### src/rtl/regfile_wb_sequencer.sv
// regfile_wb_sequencer
// Write-back sequencer for the Y86 SEQ register file, which has one write port.
// Each accepted request (dstE/valE, dstM/valM) becomes at most two single-port
// writes: the E write first, then the M write. A pending-write scoreboard
// (pend_mask) lets decode stall when srcA/srcB name a register whose write has
// not yet been committed.
module regfile_wb_sequencer #(
  parameter int DATA_W = 64,
  parameter int NREG   = 15
) (
  input  logic              clk,
  input  logic              rst_n,
  input  logic              wb_valid,
  output logic              wb_ready,
  input  logic [3:0]        dstE,
  input  logic [DATA_W-1:0] valE,
  input  logic [3:0]        dstM,
  input  logic [DATA_W-1:0] valM,
  input  logic [3:0]        srcA,
  input  logic [3:0]        srcB,
  output logic              rf_we,
  output logic [3:0]        rf_waddr,
  output logic [DATA_W-1:0] rf_wdata,
  output logic [NREG-1:0]   pend_mask,
  output logic              hazard,
  output logic              busy
);

  // Register id meaning "no register".
  localparam logic [3:0] ID_NONE = 4'hF;

  typedef enum logic [1:0] {
    IDLE = 2'd0,
    WR_E = 2'd1,
    WR_M = 2'd2
  } state_t;

  // Any id outside the architectural range is treated as "no register".
  function automatic logic [3:0] norm_id(input logic [3:0] id);
    logic [3:0] r;
    if (id < 4'(NREG)) begin
      r = id;
    end else begin
      r = ID_NONE;
    end
    return r;
  endfunction

  // One-hot scoreboard bit for a register id; no bit for ids outside the range.
  function automatic logic [NREG-1:0] id_mask(input logic [3:0] id);
    logic [NREG-1:0] m;
    m = '0;
    for (int i = 0; i < NREG; i++) begin
      m[i] = (id == 4'(i));
    end
    return m;
  endfunction

  // True when the id names a register that has a pending write.
  function automatic logic id_hit(input logic [NREG-1:0] mask, input logic [3:0] id);
    return |(mask & id_mask(id));
  endfunction

  // State and latched request fields. dste_r holds the *effective* E id:
  // it is ID_NONE whenever the E write is dropped.
  state_t            state_r;
  logic [3:0]        dste_r;
  logic [3:0]        dstm_r;
  logic [DATA_W-1:0] vale_r;
  logic [DATA_W-1:0] valm_r;
  logic [NREG-1:0]   pend_r;
  logic              rf_we_r;
  logic [3:0]        rf_waddr_r;
  logic [DATA_W-1:0] rf_wdata_r;

  // Next-state values.
  state_t            state_s;
  logic [3:0]        dste_s;
  logic [3:0]        dstm_s;
  logic [DATA_W-1:0] vale_s;
  logic [DATA_W-1:0] valm_s;
  logic [NREG-1:0]   pend_s;
  logic              rf_we_s;
  logic [3:0]        rf_waddr_s;
  logic [DATA_W-1:0] rf_wdata_s;

  // Incoming request decode.
  logic       accept_s;
  logic [3:0] in_dste_s;
  logic [3:0] in_dstm_s;
  logic       in_ee_s;
  logic       in_em_s;

  assign wb_ready  = (state_r == IDLE);
  assign busy      = (state_r != IDLE);
  assign accept_s  = wb_valid & wb_ready;
  assign in_dstm_s = norm_id(dstM);
  assign in_em_s   = (in_dstm_s != ID_NONE);
  // When both ids name the same register the M value wins, so E is dropped.
  assign in_ee_s   = (norm_id(dstE) != ID_NONE) && (norm_id(dstE) != in_dstm_s);
  assign in_dste_s = in_ee_s ? norm_id(dstE) : ID_NONE;

  // Next state, latched fields and scoreboard update.
  always_comb begin
    state_s = state_r;
    dste_s  = dste_r;
    dstm_s  = dstm_r;
    vale_s  = vale_r;
    valm_s  = valm_r;
    pend_s  = pend_r;
    case (state_r)
      IDLE: begin
        if (accept_s) begin
          dste_s = in_dste_s;
          dstm_s = in_dstm_s;
          vale_s = valE;
          valm_s = valM;
          pend_s = pend_r | id_mask(in_dste_s) | id_mask(in_dstm_s);
          if (in_ee_s) begin
            state_s = WR_E;
          end else if (in_em_s) begin
            state_s = WR_M;
          end else begin
            state_s = IDLE;
          end
        end else begin
          state_s = IDLE;
        end
      end
      WR_E: begin
        // E write commits on this edge.
        pend_s = pend_r & ~id_mask(dste_r);
        if (dstm_r != ID_NONE) begin
          state_s = WR_M;
        end else begin
          state_s = IDLE;
        end
      end
      WR_M: begin
        // M write commits on this edge.
        pend_s  = pend_r & ~id_mask(dstm_r);
        state_s = IDLE;
      end
      default: begin
        state_s = IDLE;
        pend_s  = '0;
      end
    endcase
  end

  // Register-file port values for the coming cycle, derived from the next state
  // so the write is presented in the same cycle the state is entered.
  always_comb begin
    rf_we_s    = 1'b0;
    rf_waddr_s = ID_NONE;
    rf_wdata_s = rf_wdata_r;
    case (state_s)
      WR_E: begin
        rf_we_s    = 1'b1;
        rf_waddr_s = dste_s;
        rf_wdata_s = vale_s;
      end
      WR_M: begin
        rf_we_s    = 1'b1;
        rf_waddr_s = dstm_s;
        rf_wdata_s = valm_s;
      end
      IDLE: begin
        rf_we_s    = 1'b0;
        rf_waddr_s = ID_NONE;
        rf_wdata_s = rf_wdata_r;
      end
      default: begin
        rf_we_s    = 1'b0;
        rf_waddr_s = ID_NONE;
        rf_wdata_s = rf_wdata_r;
      end
    endcase
  end

  // Sequencer state, latched request and registered outputs; reset discards
  // any outstanding writes.
  always_ff @(posedge clk or negedge rst_n) begin
    if (!rst_n) begin
      state_r    <= IDLE;
      dste_r     <= ID_NONE;
      dstm_r     <= ID_NONE;
      vale_r     <= '0;
      valm_r     <= '0;
      pend_r     <= '0;
      rf_we_r    <= 1'b0;
      rf_waddr_r <= ID_NONE;
      rf_wdata_r <= '0;
    end else begin
      state_r    <= state_s;
      dste_r     <= dste_s;
      dstm_r     <= dstm_s;
      vale_r     <= vale_s;
      valm_r     <= valm_s;
      pend_r     <= pend_s;
      rf_we_r    <= rf_we_s;
      rf_waddr_r <= rf_waddr_s;
      rf_wdata_r <= rf_wdata_s;
    end
  end

  assign rf_we     = rf_we_r;
  assign rf_waddr  = rf_waddr_r;
  assign rf_wdata  = rf_wdata_r;
  assign pend_mask = pend_r;

  // Decode hazard: a source id names a register with a write still pending.
  assign hazard = id_hit(pend_r, srcA) | id_hit(pend_r, srcB);

endmodule
### config.mk
export PLATFORM = sky130hd
export DESIGN_NAME = regfile_wb_sequencer
export DESIGN_NICKNAME = d
export VERILOG_FILES = /design/src/rtl/regfile_wb_sequencer.sv
export SDC_FILE = /design/constraint.sdc
export NUM_CORES = 1
export LEC_CHECK = 0
export CAP_MARGIN = 20
export CORE_MARGIN = 4
export CORE_UTILIZATION = 30
export CTS_CLUSTER_SIZE = 24
export DETAILED_ROUTE_END_ITERATION = 7
export GPL_TIMING_DRIVEN = 0
export RECOVER_POWER = 25
export SLEW_MARGIN = 15
export SYNTH_ARGS = -nofsm -noshare
export SYNTH_HDL_FRONTEND = slang
export SYNTH_SLANG_ARGS = --single-unit
### constraint.sdc
create_clock -name clk -period 3.4 [get_ports clk]
set_clock_uncertainty 0.05 [all_clocks]
set_input_delay 0.34 -clock clk [delete_from_list [all_inputs] [get_ports clk]]
set_output_delay 0.34 -clock clk [all_outputs]
set_load 0.02 [all_outputs]
==> results of run 1 <==
## stage by stage
step	hold slack, ns	cells
6_report	0.1082	1864
5_1_grt	0.1066	1863
4_1_cts	0.06493	1861
3_5_place_dp	0.2902	1814
3_3_place_gp	0.4014	1812
2_1_floorplan	-0.005591	1122
## synth_stat cells (5+ instances only)
cell,count,share of area
nand2_1,597,0.21
nor2b_1,12,0.0069
dfrtp_1,210,0.48
nand3_1,12,0.0055
a21oi_1,9,0.0041
and2_1,5,0.0029
buf_1,8,0.0028
nand4_1,11,0.0063
a22oi_1,8,0.0055
a31oi_1,14,0.0080
nor2_1,13,0.0045
buf_4,13,0.0090
ha_1,6,0.0069
buf_2,17,0.0078
dfstp_2,12,0.029
inv_1,6,0.0021
o31ai_1,5,0.0034
a221oi_1,9,0.0072
clkbuf_1,30,0.010
mux4_2,69,0.14
## path summary, 6_finish.rpt
| check | from | endpoint |
|---|---|---|
| setup / recovery | state_r[0] | rf_wdata[41] |
| hold / removal | dstM[2] | dstm_r[2] |
| max in group asynchronous | rst_n | vale_r[16] |
| hold reg to reg | valm_r[7] | valm_r[7] |
| setup reg to reg | state_r[0] | rf_wdata[41] |
| min in group asynchronous | rst_n | vale_r[46] |
## worst min-delay path: stages
cell	delay, ns
buf_2	0.18
nand2_1	0.09
nand2_1	0.06
## logic make-up after synthesis
group | after synthesis | synth area share
buffers and inverters | 76 | 0.03398
multiplexers | 73 | 0.1478
AO/OA/AOI/OAI | 77 | 0.05419
XOR/XNOR | 4 | 0.004593
AND/OR/NAND/NOR | 664 | 0.2414
flip-flops | 222 | 0.5111
adder cells (fa/ha/maj) | 6 | 0.006888
## per-layer routing
metal / track usage / share of wire / routed length [µm]
met3: 0.05403 / 0.079 / 2970
met2: 0.3130 / 0.48 / 17950
met5: 0 / 0.0025 / 95
met4: 0.03546 / 0.016 / 603
met1: 0.2478 / 0.43 / 16090
## timing repair
action	in CTS	in global routing
gates resized for setup	22	5
setup endpoints to repair	69	51
hold endpoints to repair	63	0
hold buffers	1	0
## placed cells by master, fill, tap and decap left out, types with 3 or more instances in the layout
| cell | count |
|---|---|
| nand3_1 | 12 |
| nand4_1 | 11 |
| nor3_1 | 4 |
| bufinv_16 | 3 |
| buf_1 | 8 |
| buf_2 | 11 |
| a21o_1 | 3 |
| a41oi_1 | 3 |
| clkbuf_8 | 9 |
| nor3b_1 | 3 |
| mux4_2 | 69 |
| a22oi_1 | 8 |
| and3b_1 | 4 |
| dfstp_2 | 12 |
| inv_1 | 6 |
| a221o_1 | 4 |
| buf_4 | 16 |
| a31oi_1 | 14 |
| a31o_2 | 3 |
| diode_2 | 3 |
| nor2b_1 | 12 |
| clkdlybuf4s50_1 | 228 |
| clkbuf_2 | 13 |
| a32oi_1 | 4 |
| nand2_1 | 597 |
| clkbuf_1 | 19 |
| nor2_1 | 13 |
| a221oi_1 | 9 |
| ha_1 | 5 |
| and2_1 | 5 |
| a21oi_1 | 9 |
| clkbuf_16 | 27 |
| o31ai_1 | 5 |
| dfrtp_1 | 210 |
| clkinv_2 | 3 |
| buf_6 | 4 |
| mux2i_1 | 3 |
## power by group through the flow
stage / registers, µW / logic [µW] / clock network, µW
floorplan: 4650 / 2300 / 0
global placement: 4280 / 4610 / 0
detailed placement: 4310 / 4690 / 0
CTS: 4280 / 4730 / 3130
global route: 4400 / 5140 / 3210
finish: 4280 / 4660 / 3030
## area by class of cell
type | instances | area (µm²)
flip-flops and latches | 222 | 5570
repair buffers | 232 | 2332
clock inverters | 8 | 121.4
diodes | 3 | 7.507
fillers | 3521 | 20940
well taps | 461 | 576.8
inverters | 6 | 22.52
plain buffers | 68 | 389.1
multi-input cells | 824 | 4970
clock buffers | 40 | 814.5
## state kept, by name, indices dropped and copies added, names as in the netlist
register   flops
dste_r         4
rf_wdata      64
rf_waddr       4
vale_r        64
pend_mask     15
valm_r        64
dstm_r         4
state_r        2
rf_we          1
==> metrics, run 1 <==
Setup Viol. Count Final 0; crit start category flip-flop; Worst-Skew Late Latency 0.54 ns; CP max stage cell dfrtp_1; Levels on crit path 13; synthesis-to-layout area growth 35.84%; arrival time worst endpoint 3.58 ns; worst-path maximum fanout 10; worst setup margin 0.2312 ns; Slew Limit Fails 65; synthesized netlist cell count 1122; layout cell share with drive strength beyond 1 0.1321; total clock buffers created by CTS 27; Worst path max stage delay 0.40 ns; DR vias/cell 4.964; clock slew at reported path FFs 0.06 ns; failing checks max-capacitance violations, max-slew violations; slew margin rel. -0.1673; Tightest Pin Transition 1.751 ns; GPL Wtd Cong 0.8408; Syn Area/Cell 9.713 µm²; CP Capture Type flip-flop; Top Ports 234; hold depth 3; CP cell instances inv_1, ha_1, and2_4, buf_6, buf_4, buf_4, nand3_1, ha_4, inv_1, clkbuf_4, clkbuf_2, nand2_1, nand2_1; # rows 69; register-to-register setup slack 0.23 ns; Final Critical Period 3.169 ns; Final nets 1534; Initial Utilization 0.3049; mapped cell area 0.01090 mm²; delay-heaviest family, CP buffers and inverters; RSZ-0062 raised after global routing false; CP Data Required Time 3.81 ns; FF+latch count, synth 222; post-route ant nets 0; Placed Area 0.01383 mm²; P_leak 0.006857 µW; initial DRC count 620; wire per inst 20.23 µm; # port buffers 229; final hold vios 0; Synth Flop Type dfrtp_1; htree depth 1; TNS Setup 0 ns; Clk pwr share 0.253; core area 0.03574 mm²; GRT Resource Usage Total 0.1878; drt drc 0; Post-synth EDFFs 0; Async SR Flop Fraction 1.000; Min-Delay Path Class input pin to flip-flop; VDD IR-drop max 0.0004402 V; pwr dens 808.2 mW/mm²; clock sinks 222; Switching Share 0.3607; via count 9253; synth warn 0; WL final 37710 µm; Mapped Nets 1275; switching pwr 4315 µW; Synth cell types 47; Pwr Total 11960 µW; Final Cell Area 0.01480 mm²; Detailed Place HPWL 27340 µm; combinational share of power 0.389; fin util 0.4142; Fmax 315.6 MHz; fin crit share 0.9320; DIE AREA 0.03944 mm²; Pint 7649 µW; die height 198.6 µm; vias in the first global route 9515; Longest Clk Path Bufs 3; Crit Path Class flip-flop to flip-flop; clk root buf clkbuf_16; Reg power frac 0.358; pin count of the biggest net entering global routing 91; sequential fraction of the synthesis area 0.5111; CTS tree yes; first-pass GRT wire length 57380 µm; First-pass DRT Iterations 5; Post-CTS Setup Bufs 0; # Max-Cap Violations 1; Die Span X 198.6 µm; outcome finished with violations; grt ovf 0; buffers and inverters on the worst path 7; initial antenna violation count 10; Post-Place Setup Slack -1.100 ns; reg2reg path depth 13
Note: power is estimated with default switching activity, not from simulation.
==> run 2, diff against run 1 <==
Settings changed: CORE_UTILIZATION 30 to 53, CTS_BUF_LIST set to sky130_fd_sc_hd__clkbuf_2, PLACE_DENSITY set to 0.83, SLEW_MARGIN 15 to 10.
==> run 2 against run 1 <==
The flow still finishes with violations (max-capacitance violations, max-slew violations). Count of clock-buffer cells in the layout up 31. Sequential cell count unchanged. Maximum frequency increased by 0.47%. Total power is 12% lower. Sequential share of layout area up 1.6 points. Hold slack worse by 0.060 ns. Global-route usage up 10 points. Routed wire length shrank 12%. Via count increased by 5.5%. Largest cell class unchanged.
==> metrics, run 2 (synthesis gave the netlist of run 1 again) <==
CTS tree yes; slew margin rel. -0.8117; # rows 52; GRT Resource Usage Total 0.2907; Clk pwr share 0.154; DR vias/cell 5.626; Final Cell Area 0.01421 mm²; Final Critical Period 3.154 ns; Reg power frac 0.407; DIE AREA 0.02292 mm²; # port buffers 229; htree depth 2; fin util 0.7023; Tightest Pin Transition 2.718 ns; most common cell after layout, fill and taps aside nand2_1; Initial Utilization 0.5386; GPL Wtd Cong 0.9134; First-pass DRT Iterations 7; Min-Delay Path Class input pin to flip-flop; clock sinks 222; Final nets 1580; WL final 33160 µm; vias in the first global route 9860; RSZ-0062 raised after global routing false; first-pass GRT wire length 51270 µm; Detailed Place HPWL 24050 µm; Fmax 317.1 MHz; post-route ant nets 0; Crit Path Class flip-flop to flip-flop; Slew Limit Fails 220; total clock buffers created by CTS 55; Pint 6333 µW; # Max-Cap Violations 2; die height 151.4 µm; initial antenna violation count 4; most frequent cells in the layout nand2_1 (597), clkdlybuf4s50_1 (227), dfrtp_1 (210); TNS Setup 0 ns; pin count of the biggest net entering global routing 112; pwr dens 742.2 mW/mm²; Post-CTS Setup Bufs 0; P_leak 0.006795 µW; Die Span X 151.4 µm; final hold vios 0; arrival time worst endpoint 3.78 ns; via count 9761; Top Ports 234; failing checks max-capacitance violations, max-slew violations; combinational share of power 0.438; VDD IR-drop max 0.0004234 V; core area 0.02023 mm²; worst-path maximum fanout 10; layout cell share with drive strength beyond 1 0.1486; Placed Area 0.01359 mm²; fin crit share 0.9276; crit start category flip-flop; Worst-Skew Late Latency 0.79 ns; CP Data Required Time 4.03 ns; synthesis-to-layout area growth 30.40%; wire per inst 19.11 µm; Switching Share 0.3996; Worst Hold Slack 0.04830 ns; grt ovf 0; switching pwr 4215 µW; clk root buf clkbuf_2; outcome finished with violations; CP Capture Type flip-flop; initial DRC count 723; Longest Clk Path Bufs 3; drt drc 0; Setup Viol. Count Final 0; clock slew at reported path FFs 0.10 ns
-- run 2: repair_timing --
action / 4_1_cts / 5_1_grt
hold buffers: 18 / 2
endpoints found under the hold margin: 244 / 2
resized for setup: 15 / 20
endpoints found under the setup margin: 62 / 61
-- run 2: cell type report --
cell class / count / area, µm²
multi-input cells: 824 / 4962
repair buffers: 251 / 2495
diodes: 5 / 12.51
clock buffers: 71 / 355.3
inverters: 6 / 22.52
plain buffers: 67 / 380.4
well taps: 270 / 337.8
clock inverters: 19 / 75.07
fillers: 1558 / 6023
flip-flops and latches: 222 / 5570
-- run 2: worst paths after layout --
| check | slack [ns] | from | cells past startpoint | to |
|---|---|---|---|---|
| hold reg to reg | 0.43 | rf_wdata[16] | 2 | rf_wdata[16] |
| min in group asynchronous | 0.48 | rst_n | 3 | rf_wdata[45] |
| max in group asynchronous | 0.61 | rst_n | 3 | vale_r[23] |
| setup / recovery | 0.25 | state_r[0] | 13 | rf_wdata[47] |
| setup reg to reg | 0.25 | state_r[0] | 13 | rf_wdata[47] |
| hold / removal | 0.05 | valM[7] | 3 | valm_r[7] |
-- run 2: critical path, cell delays in order, from the launching register on --
cell,delay [ns]
dfrtp_1,0.41
inv_1,0.10
ha_2,0.23
and2_4,0.18
buf_6,0.20
buf_6,0.23
buf_4,0.23
a32o_1,0.21
ha_2,0.26
buf_4,0.23
clkbuf_4,0.25
mux4_2,0.32
nand2_1,0.09
nand2_1,0.05
-- run 2: through the flow --
| stage | std cells | power, µW | setup slack [ns] |
|---|---|---|---|
| 2_1_floorplan | 1122 | 6942 | 0.4290 |
| 3_3_place_gp | 1621 | 8735 | -7.444 |
| 3_5_place_dp | 1623 | 8902 | -0.7742 |
| 4_1_cts | 1728 | 10560 | 0.004148 |
| 5_1_grt | 1734 | 11250 | 0.01823 |
| 6_report | 1735 | 10550 | 0.2461 |
-- run 2: routing by layer --
metal,share of wire,up-vias,global-route usage
li1,-,4415,-
met1,0.38,4735,0.3808
met2,0.49,515,0.4692
met3,0.083,96,0.05147
met4,0.045,0,0.1473
met5,0,-,0
-- run 2: power by group through the flow --
stage	Combinational (µW)	Sequential, µW	Clock, µW
CTS	4610	4280	1670
finish	4620	4300	1630
global route	5030	4400	1810
global placement	4440	4290	0
floorplan	2300	4650	0
detailed placement	4590	4320	0
==> variant 1, RTL diff (flow settings as in run 2) <==
Encoding of `state_t`: now one-hot (3 bits for 3 states).
--- a/src/rtl/regfile_wb_sequencer.sv
+++ b/src/rtl/regfile_wb_sequencer.sv
@@ -29,10 +29,10 @@
   // Register id meaning "no register".
   localparam logic [3:0] ID_NONE = 4'hF;
 
-  typedef enum logic [1:0] {
-    IDLE = 2'd0,
-    WR_E = 2'd1,
-    WR_M = 2'd2
+  typedef enum logic [2:0] {
+    IDLE = 3'b001,
+    WR_E = 3'b010,
+    WR_M = 3'b100
   } state_t;
 
   // Any id outside the architectural range is treated as "no register".
Check against the original RTL: no difference found for any inputs over 4 cycles, from zero or initial values and one cycle with rst_n low; so few cycles prove little.
==> variant 1 against run 2 <==
- the flow still finishes with violations (capacitance limit, slew limit)
- synthesized cell count down 23%
- sequential cell count increased by 1
- total power rose by 4.2%
- routed wire length down 11%
- sequential share of layout area increased by 2.5 points
- setup slack better by 0.18 ns
- count of clock-buffer cells in the layout up 9
- final area decreased by 5.6%
- synthesized area fell by 8.6%
- critical path type is now reg -> out
- largest power group unchanged
==> variant 1: results (changes against run 2) <==
| Metric | Value |
|---|---|
| Run status | finished, violations left |
| Failing checks | capacitance limit, slew limit |
| Crit-path slowest cell | clkdlybuf4s50_1 |
| Max Root-Sink Buffers | 3 (unchanged) |
| Gate Count Post-Synth | 867 (-23%) |
| Reg2reg end | pend_mask[14] |
| Post-Route WL | 29.44 mm (-11%) |
| Largest net degree at the start of global routing | 113 (+0.89%) |
| Max-slew violation count | 213 (-3.2%) |
| CTS buffer count | 57 (+3.6%) |
| Max FO, Critical Path | 5 (-5) |
| DP Area | 12590 um^2 (-7.3%) |
| Port Buffers | 228 (-0.44%) |
| Max-cap violations | 2 (unchanged) |
| First-pass GRT wire length | 47.25 mm (-7.8%) |
| Dpl cells | 1326 (-18%) |
| Vias in the first global route | 8760 (-11%) |
| Placer's final routability congestion estimate | 0.8981 (-1.7%) |
| Worst Reg-to-Reg Cells | 8 (-5) |
| Vias | 8247 (-16%) |
| Top cells by area, synth | dfrtp_1 (53%), mux2_2 (7.2%), mux2i_1 (6.6%), o221ai_1 (5.4%), inv_1 (5.4%) |
| Setup violations, final | 0 (unchanged) |
| Iteration-0 DRC count of the detailed router | 591 (-18%) |
| Synth cell types | 39 (-17%) |
| Critical Path End | hazard |
| VDD IR max | 0.4557 mV (+7.6%) |
| Worst hold path class | in -> reg |
| CTS clk-pin slew, worst paths | 0.12 ns (+0.02 ns) |
| Top FF cell, synth | dfrtp_1 |
| Worst skew pair latency | 0.84 ns (+0.05 ns) |
| Post-DP HPWL | 20.11 mm (-16%) |
| Syn_nets | 1014 (-20%) |
| Worst Path Arrival | 2.58 ns (-1.20 ns) |
| Post-synthesis async set-or-reset flop share | 100.0% (unchanged) |
| Relative max-transition margin | -81.66% (-0.50 points) |
| Global Route Usage Sum | 27.78% (-1.3 points) |
| Share of layout cells above drive strength 1 | 17.30% (+2.4 points) |
| Htree depth | 2 (unchanged) |
| Antenna cells | 0 (-5) |
| Fill cells | 1332 (-15%) |
| Post-synthesis sequential area ratio | 56.18% (+5.1 points) |
| Root buf cell | clkbuf_2 |
| Yosys warns | 0 (unchanged) |
| Setup crit start | pend_mask[6] |
| Commonest cells in the netlist | dfrtp_1 (210), inv_1 (142), nand3_1 (100), mux2i_1 (66), mux2_2 (64) |
| Drt first pass iters | 6 (-1) |
| Initial antenna violation count | 1 (-3) |
| Slowest stage delay, CP | 0.55 ns (+0.14 ns) |
| Lkg Pwr | 5.884 nW (-13%) |
| R2r setup slk | 0.46 ns (+0.21 ns) |
| Crit-path leading delay family | buffers and inverters |
| Worst reg2reg path startpoint | state_r[0] |
| Drt wl/cell | 20.08 um (+5.1%) |
variant 1: cell count changes after synthesis, sizes merged, moves of 7 or more:
cell | run 2 | this run
mux2 | 0 | 64
nor2 | 13 | 28
nand4 | 12 | 22
inv | 6 | 142
nand2 | 597 | 9
mux2i | 3 | 66
nand3 | 12 | 100
a22oi | 8 | 1
o221ai | 1 | 70
mux4 | 70 | 6
variant 1: cell families (layout without fill, tap and decap cells):
logic type / after synthesis / in the layout / synth area share, %
xor+xnor: 4 / 4 / 0.3516
flops: 223 / 223 / 56.18
mux: 136 / 136 / 15.22
buf+inv: 200 / 570 / 8.402
compound gates: 120 / 120 / 10.17
simple gates: 184 / 184 / 9.671
variant 1: worst register-to-register path, delay by kind of cell, from the launching register on:
kind	cells	cell delay, ns
buffers and inverters	5	1.55
DFF	1	0.61
AOI/OAI and AO/OA	1	0.23
and+or+nand+nor	2	0.38
variant 1: what timing repair did:
item	in CTS	in global routing
setup endpoints to repair	0	1
endpoints found under the hold margin	259	10
hold buffers	25	10
gates resized for setup	0	2
setup buffers	0	0
variant 1: how the worst min path moves through the flow:
| stage | end | depth (start not counted) | slack [ns] | startpoint |
|---|---|---|---|---|
| 2_1_floorplan | pend_mask[0] | 0 | -0.006 | rst_n |
| 3_3_place_gp | valm_r[32] | 2 | 0.41 | valm_r[32] |
| 3_5_place_dp | valm_r[55] | 1 | 0.12 | rst_n |
| 4_1_cts | valm_r[10] | 3 | 0.0003 | valM[10] |
| 5_1_grt | vale_r[15] | 2 | -0.01 | valE[15] |
| 6_report | valm_r[10] | 3 | 0.06 | valM[10] |
variant 1: final cells by class:
| type | instances | area, um^2 | share of cell area (%) |
|---|---|---|---|
| inverter | 142 | 533.0 | 3.971 |
| sequential | 223 | 5597 | 41.70 |
| multi-input combinational | 444 | 3535 | 26.34 |
| buffer | 58 | 304.0 | 2.265 |
| clock buffer | 80 | 400.4 | 2.983 |
| timing repair buffer | 265 | 2639 | 19.66 |
| clock inverter | 25 | 127.6 | 0.9509 |
| tap | 229 | 286.5 | 2.135 |
variant 1: stage by stage:
step	setup slack, ns	hold slack [ns]
6_report	0.4285	0.05601
5_1_grt	0.1393	-0.01221
4_1_cts	0.03012	0.0003069
3_5_place_dp	0.4953	0.1157
3_3_place_gp	-7.320	0.4099
2_1_floorplan	1.436	-0.005591
variant 1: where the power goes:
| group | internal [W] | switching (W) |
|---|---|---|
| clock | 0.000723 | 0.00113 |
| combinational | 0.00211 | 0.00263 |
| sequential | 0.00388 | 0.000516 |
variant 1: per-layer routing:
metal | global-route usage [%] | wire length [um] | vias up
met4 | 8.832 | 801 | 2
met5 | 0 | 12 | -
met3 | 9.479 | 2632 | 64
li1 | - | - | 3753
met2 | 46.50 | 14500 | 390
met1 | 34.25 | 11480 | 4038
==> variant 2, RTL diff (settings of run 2) <==
Without the edit above. The parameter `DATA_W` goes from 64 to 72.
--- a/src/rtl/regfile_wb_sequencer.sv
+++ b/src/rtl/regfile_wb_sequencer.sv
@@ -5,7 +5,7 @@
 // (pend_mask) lets decode stall when srcA/srcB name a register whose write has
 // not yet been committed.
 module regfile_wb_sequencer #(
-  parameter int DATA_W = 64,
+  parameter int DATA_W = 72,
   parameter int NREG   = 15
 ) (
   input  logic              clk,
Ports: changed (resized rf_wdata, valE and valM); port bits go from 234 to 258. The function was not compared with the original's and may differ.
==> variant 2 against run 2 <==
- the run still ends with capacitance limit, slew limit left
- sequential cell count rose by 24
- final cell count increased by 14%
- clock power is 33% higher
- non-clock buffer count grew 94
- final area grew 15%
- total power is 16% higher
- critical path type unchanged
- largest power group unchanged
- routed wire length up 16%
- synthesized area grew 10%
- setup slack got worse by 0.16 ns
==> variant 2: results (changes against run 2) <==
| Metric | Value |
|---|---|
| CTS buffer count | 66 (+20%) |
| Failing checks | capacitance limit, slew limit |
| Max-cap violations | 1 (-1) |
| Post-route worst hold slack | 0.06203 ns (+0.01373 ns) |
| Post-synthesis sequential area ratio | 51.42% (+0.30 points) |
| Global Route Usage Sum | 30.76% (+1.7 points) |
| Share of layout cells above drive strength 1 | 14.77% (-0.094 points) |
| Max FO, Critical Path | 19 (+9) |
| Drt first pass iters | 5 (-2) |
| Vias in the first global route | 11583 (+17%) |
| Routed length on met2 | 18.57 mm (+15%) |
| Run status | finished, violations left |
| VDD IR max | 0.4020 mV (-5.1%) |
| Max-slew violation count | 81 (-63%) |
| Top cells by area, synth | dfrtp_1 (49%), nand2_1 (21%), mux4_2 (14%), dfstp_2 (2.6%), buf_2 (1.2%) |
| Relative max-transition margin | -40.55% (+41 points) |
| Worst Path Arrival | 3.94 ns (+0.16 ns) |
| Post-Route WL | 38.38 mm (+16%) |
| Initial antenna violation count | 5 (+1) |
| R2r setup slk | 0.09 ns (-0.16 ns) |
| Vias/cell | 5.601 (-0.44%) |
| Wire length on met3 | 3.002 mm (+8.8%) |
| HP Start | valM[64] |
| First-pass GRT wire length | 59.89 mm (+17%) |
| Port Buffers | 250 (+9.2%) |
| Htree depth | 3 (+1) |
| Reg2reg end | rf_wdata[38] |
| DP Area | 14910 um^2 (+9.8%) |
| Post-DP HPWL | 26.78 mm (+11%) |
| Commonest cells in the netlist | nand2_1 (666), dfrtp_1 (234), mux4_2 (77), buf_2 (28), clkbuf_1 (27) |
| Layout Nets | 1813 (+15%) |
==> variant 2: layout make-up <==
class / instances / share of cell area (%)
repair buffers: 334 / 20.51
inverters: 10 / 0.2296
flip-flops and latches: 246 / 37.74
diodes: 6 / 0.09182
clock inverters: 21 / 0.9871
clock buffers: 89 / 2.724
plain buffers: 78 / 2.655
multi-input cells: 908 / 32.93
well taps: 280 / 2.142
==> variant 2: routing by layer <==
metal  global-route usage (%)  up-vias
met3                    6.904      125
met1                    40.09     5351
met4                    14.87        0
met5                        0        -
li1                         -     4977
met2                    49.34      592
==> variant 2: cells by family after synthesis <==
family	share of synthesized area [%]
flip-flops	51.42
XOR/XNOR	0.4170
adder cells (fa/ha/maj)	0.6255
AND/OR/NAND/NOR	24.46
AO/OA/AOI/OAI	4.431
buffers and inverters	3.784
multiplexers	14.87
==> variant 2: what timing repair did <==
| action | 4_1_cts | 5_1_grt |
|---|---|---|
| hold endpoints to repair | 241 | 0 |
| hold buffers | 82 | 0 |
| gates resized for setup | 17 | 5 |
| gates cloned | 0 | 0 |
| setup endpoints to repair | 70 | 67 |
==> variant 2: power by group <==
part	leakage, nW	total [W]	switching, W	internal (W)
Sequential	3.05	0.00478	0.000710	0.00407
Clock	0.442	0.00217	0.00124	0.000931
Combinational	4.34	0.00529	0.00287	0.00242
==> variant 2: critical path, delay by kind of cell, from the launching register on <==
family / cells / cell delay [ns]
compound gates: 1 / 0.27
fa+ha+maj: 2 / 0.52
buf+inv: 6 / 1.24
flops: 1 / 0.40
mux: 1 / 0.35
simple gates: 3 / 0.41
==> variant 2: how the worst max path moves through the flow <==
stage | start | to | slack, ns | cells after the start
floorplan | state_r[0] | rf_wdata[35] | 0.38 | 14
global placement | rst_n | rf_wdata[22] | -8.58 | 1
detailed placement | wb_valid | rf_wdata[61] | -0.73 | 13
CTS | state_r[1] | rf_wdata[32] | 0.07 | 12
global route | state_r[1] | rf_wdata[38] | 0.009 | 13
finish | state_r[0] | rf_wdata[38] | 0.09 | 13
==> variant 2: metrics by stage <==
step | utilization [%] | TNS (ns) | cells | setup slack, ns
floorplan | - | 0 | 1244 | 0.3781
global placement | 67.44 | -2096.40 | 1774 | -8.575
detailed placement | 67.71 | -33.34 | 1776 | -0.7281
CTS | 74.27 | 0 | 1966 | 0.07477
global route | 74.23 | 0 | 1971 | 0.008785
finish | 74.24 | 0 | 1972 | 0.08754
